<file path="config.mk">
export PLATFORM = sky130hd
export DESIGN_NAME = mix_columns_seq
export DESIGN_NICKNAME = d
export VERILOG_FILES = /design/src/rtl/mix_columns_seq.sv
export SDC_FILE = /design/constraint.sdc
export NUM_CORES = 1
export LEC_CHECK = 0
export CORE_MARGIN = 4
export CORE_UTILIZATION = 47
export CTS_CLUSTER_DIAMETER = 120
export DETAILED_ROUTE_END_ITERATION = 10
export PLACE_DENSITY_LB_ADDON = 0.25
export SKIP_CTS_REPAIR_TIMING = 1
export SLEW_MARGIN = 0
export SYNTH_ARGS = -nofsm -noshare
export SYNTH_HDL_FRONTEND = slang
export SYNTH_SLANG_ARGS = --single-unit
</file>
<file path="constraint.sdc">
create_clock -name clk -period 3.15 [get_ports clk]
set_input_delay 0.63 -clock clk [delete_from_list [all_inputs] [get_ports clk]]
set_output_delay 0.63 -clock clk [all_outputs]
set_load 0.005 [all_outputs]
</file>
<file path="src/rtl/mix_columns_seq.sv">
// Sequential AES MixColumns / InvMixColumns engine: one NB-column state per transfer,
// COLS_PER_CYCLE columns transformed per clock, direction chosen per transfer.
module mix_columns_seq #(
  parameter int unsigned NB             = 4,
  parameter int unsigned COLS_PER_CYCLE = 1
) (
  input  logic            clk,
  input  logic            rst_n,
  input  logic            in_valid,
  output logic            in_ready,
  input  logic            in_inverse,
  input  logic [0:32*NB-1] state_in,
  output logic            out_valid,
  input  logic            out_ready,
  output logic [0:32*NB-1] state_out
);

  localparam int unsigned NumSteps = NB / COLS_PER_CYCLE;
  localparam int unsigned CntW     = (NumSteps > 1) ? $clog2(NumSteps) : 1;

  if (!(NB == 4 || NB == 6 || NB == 8)) begin : gen_nb_check
    $error("mix_columns_seq: NB must be 4, 6 or 8");
  end
  if (COLS_PER_CYCLE == 0 || (NB % COLS_PER_CYCLE) != 0) begin : gen_cpc_check
    $error("mix_columns_seq: COLS_PER_CYCLE must divide NB");
  end

  typedef enum logic [1:0] {StIdle, StBusy, StDone} state_e;

  state_e              st_q, st_d;
  logic [CntW-1:0]     cnt_q, cnt_d;
  logic                inv_q, inv_d;
  logic [0:32*NB-1]    work_q, work_d;
  logic [0:32*NB-1]    res_q, res_d;
  logic                accept;
  logic [31:0]         col_in, col_out;

  function automatic logic [7:0] xtime(input logic [7:0] x);
    return {x[6:0], 1'b0} ^ (x[7] ? 8'h1b : 8'h00);
  endfunction

  // Column word holds row 0 in bits [31:24].
  function automatic logic [31:0] mix_col(input logic [31:0] col, input logic inv);
    logic [7:0] x1 [4];
    logic [7:0] x2 [4];
    logic [7:0] x3 [4];
    logic [7:0] x4 [4];
    logic [7:0] x8 [4];
    logic [31:0] r;
    r = '0;
    for (int i = 0; i < 4; i++) begin
      x1[i] = col[31-8*i -: 8];
      x2[i] = xtime(x1[i]);
      x3[i] = x2[i] ^ x1[i];
      x4[i] = xtime(x2[i]);
      x8[i] = xtime(x4[i]);
    end
    for (int i = 0; i < 4; i++) begin
      if (inv) begin
        r[31-8*i -: 8] = (x8[i] ^ x4[i] ^ x2[i])
                       ^ (x8[(i+1)%4] ^ x2[(i+1)%4] ^ x1[(i+1)%4])
                       ^ (x8[(i+2)%4] ^ x4[(i+2)%4] ^ x1[(i+2)%4])
                       ^ (x8[(i+3)%4] ^ x1[(i+3)%4]);
      end else begin
        r[31-8*i -: 8] = x2[i] ^ x3[(i+1)%4] ^ x1[(i+2)%4] ^ x1[(i+3)%4];
      end
    end
    return r;
  endfunction

  assign in_ready  = (st_q == StIdle) || ((st_q == StDone) && out_ready);
  assign out_valid = (st_q == StDone);
  assign state_out = res_q;
  assign accept    = in_valid && in_ready;

  always_comb begin
    st_d    = st_q;
    cnt_d   = cnt_q;
    inv_d   = inv_q;
    work_d  = work_q;
    res_d   = res_q;
    col_in  = '0;
    col_out = '0;

    unique case (st_q)
      StIdle: ;
      StBusy: begin
        // Constant-index muxes keep only COLS_PER_CYCLE column transforms in hardware.
        for (int unsigned j = 0; j < COLS_PER_CYCLE; j++) begin
          col_in = '0;
          for (int unsigned s = 0; s < NumSteps; s++) begin
            if (cnt_q == CntW'(s)) col_in = work_q[(s*COLS_PER_CYCLE+j)*32 +: 32];
          end
          col_out = mix_col(col_in, inv_q);
          for (int unsigned s = 0; s < NumSteps; s++) begin
            if (cnt_q == CntW'(s)) res_d[(s*COLS_PER_CYCLE+j)*32 +: 32] = col_out;
          end
        end
        if (cnt_q == CntW'(NumSteps - 1)) begin
          cnt_d = '0;
          st_d  = StDone;
        end else begin
          cnt_d = cnt_q + 1'b1;
        end
      end
      StDone: begin
        if (out_ready) st_d = StIdle;
      end
      default: st_d = StIdle;
    endcase

    // Acceptance overrides DONE->IDLE so back-to-back transfers skip IDLE.
    if (accept) begin
      work_d = state_in;
      inv_d  = in_inverse;
      cnt_d  = '0;
      st_d   = StBusy;
    end
  end

  always_ff @(posedge clk or negedge rst_n) begin
    if (!rst_n) begin
      st_q   <= StIdle;
      cnt_q  <= '0;
      inv_q  <= 1'b0;
      work_q <= '0;
      res_q  <= '0;
    end else begin
      st_q   <= st_d;
      cnt_q  <= cnt_d;
      inv_q  <= inv_d;
      work_q <= work_d;
      res_q  <= res_d;
    end
  end

endmodule

</file>
==> run metrics <==
CP required 3.55 ns; fmax 0.291 GHz; commonest non-fill, non-tap cell in the layout nand2_1; final setup margin -0.284 ns; Max Root-Sink Buffers 3; Remaining DRCs 0; antenna violations before repair 0; most frequent cells in the layout nand2_1, clkdlybuf4s50_1, dfrtp_1, buf_4, xnor2_1; NumNets Final approximately 1900; Clk Latency, worst-skew pair 0.54 ns; Crit. Startpoint cnt_q[0]; pin slew with the least headroom to its limit around 0.84 ns; site row count 60; Crit Path Max Fanout 7; Synth cell types 55; max incr delay on CP around 0.5 ns; area of the multi-input gates about 6600 um2; Setup WS pre-CTS -0.405 ns; Worst-path clk slew ~0.07 ns; Syn Std Cell Area approximately 13000 um2; R2R Setup Slk -0.28 ns; Avg Inst Size Synth around 9.4 um2; share of layout cells above drive strength 1 between 20% and 30%; IO Port Bufs between 200 and 300; top-area cell type share of the netlist area 50.8%; Routed wire per std cell 18.1 um; cell taking the most area after synthesis dfrtp_1; DIE HEIGHT between 150 and 200 um; vias 10946; ANT cells 0; Post-DP HPWL between 20000 and 30000 um; GRT Util Overall about a quarter; Core ar. 27000 um2; Async SR Flop Fraction 100%; Slew headroom a little over two fifths; largest net degree at the start of global routing a little over 80; crit path time final roughly 3.4 ns; cell count after synthesis roughly 1400; Die Wd between 150 and 200 um; clock skew between 0.008 and 0.009 ns; violated checks negative setup slack; die area between 30000 and 40000 um2; register area approximately 6500 um2; EDFF count, synth 0; CTS Sinks roughly 260; crit path kind register to register; sequential element share of the synthesized area 50.8%; critical path depth 16; worst r2r path cells 16; gp weighted congestion 0.912; Max-Cap Viols 0; #FFs+latches synth between 200 and 300; vias in the first global route 10617; Via density between 5 and 6; Total Routed Length between 30000 and 40000 um; H-tree levels 1; crit end category register; CTS buffer count 26; Synth-to-Final Area Change 46.1%; Sum Neg Setup Slack -16.59 ns; GRT overflow 0; Slew Limit Fails 0; CTS tree built; Min-Delay Path Class primary input to asynchronous set/reset pin; Synth Net Count ~1500; Post-DRT Antenna Nets 0; DRT Pass-1 Iters 7; Crit-path slowest cell xnor3_2; RR Endpoint state_out[116]; Ys Warns 0; main area contributors after synthesis dfrtp_1, nand2_1, xnor2_1, o21ai_0, xor2_1; global-route wire length before repair 59300 um; crit path to state_out[116]; WP data arrival between 3 and 4 ns; CP bufs+invs 5; Top Ports 263; outcome complete, but fails checks; Post-synth top flop dfrtp_1; starting density of the core between 40% and 50%; R2R Path Start cnt_q[0]; unrepaired setup endpoints after global routing yes; FILL cells 1991; delay-heaviest family, CP XOR/XNOR gates; drt initial violations a little over 900; final worst path period share 109%; startpoint types register; clk root buf clkbuf_16; crit-path cells buf_6 > ha_4 > nor2b_4 > buf_8 > buf_6 > a22o_4 > o221a_4 > xnor2_4 > xnor3_2 > xnor2_2 > buf_4 > xnor2_2 > a21oi_2 > xnor2_1 > buf_4 > o21ai_1; Finish-stage setup viols 110; Fin. Hold Viols 0
==> kinds of logic after synthesis <==
logic type | Yosys count | share of synthesized area, %
and+or+nand+nor | 565 | 17.1
DFF | 261 | 50.8
AOI/OAI and AO/OA | 245 | 12.5
xor gates and xnor gates | 198 | 15.8
buffers and inverters | 88 | 3.19
muxes | 4 | 0.311
adders and majority gates | 4 | 0.389
==> cells in the mapped netlist, drive strengths merged (2+ instances only) <==
library cell    n
nand3           2
o22ai          20
a21oi          35
a21o            2
o21ai         129
a22oi          27
nand3b          3
nand2         532
a221o           8
ha              4
dfrtp         261
nand2b          5
inv             7
a31oi           6
buf            23
xnor3          13
xor2           39
xnor2         144
xor3            2
o21a            8
nor2           15
a22o            2
mux2i           4
clkbuf         58
nor2b           4
==> registers in the layout (all words and copies together) (netlist names) <==
name / cells
cnt_q: 2
st_q: 2
work_q: 128
state_out: 128
inv_q: 1
==> metrics by stage <==
stage          cells  cell area (um2)  hold slack (ns)  util (%)
2_1_floorplan   1365            12900            0.334         -
4_1_cts         2106            17900            0.103      66.4
3_5_place_dp    2060            17000            0.454      63.0
6_report        2129            18800           0.0910      69.8
5_1_grt         2129            18800            0.111      69.8
3_3_place_gp    2060            17000            0.451      63.0
==> cell type report <==
type	instances	share of cell area [%]
timing repair buffer	458	22.9
inverter	7	0.140
tap	341	2.27
multi-input combinational	1016	35.1
clock inverter	10	0.812
sequential	261	34.7
clock buffer	36	4.04
==> worst reg2reg max path: cells and delay by family, from the launching register on <==
family	cells	cell delay, ns
XOR/XNOR	5	1.06
buffers and inverters	5	0.75
AO/OA/AOI/OAI	4	0.60
AND/OR/NAND/NOR	1	0.28
adder cells (fa/ha/maj)	1	0.17
flip-flops	1	0.43
==> layer usage <==
layer | up-vias | GRT usage [%] | share of wire, %
li1 | 5239 | - | -
met1 | 5228 | 33.8 | 42
met2 | 418 | 40.2 | 49
met3 | 61 | 3.95 | 6.5
met4 | 0 | 6.92 | 2.6
met5 | - | 0 | 0
==> worst min path at each step <==
stage | from | to | cells after the start
2_1_floorplan | rst_n | cnt_q[0] | 0
3_3_place_gp | work_q[106] | work_q[106] | 2
3_5_place_dp | work_q[106] | work_q[106] | 2
4_1_cts | rst_n | state_out[72] | 1
5_1_grt | rst_n | state_out[72] | 1
6_report | rst_n | state_out[72] | 1
Power is left out: the tool's default activity adds up to more than one toggle a clock period on the data nets, which glitch-free logic cannot reach.
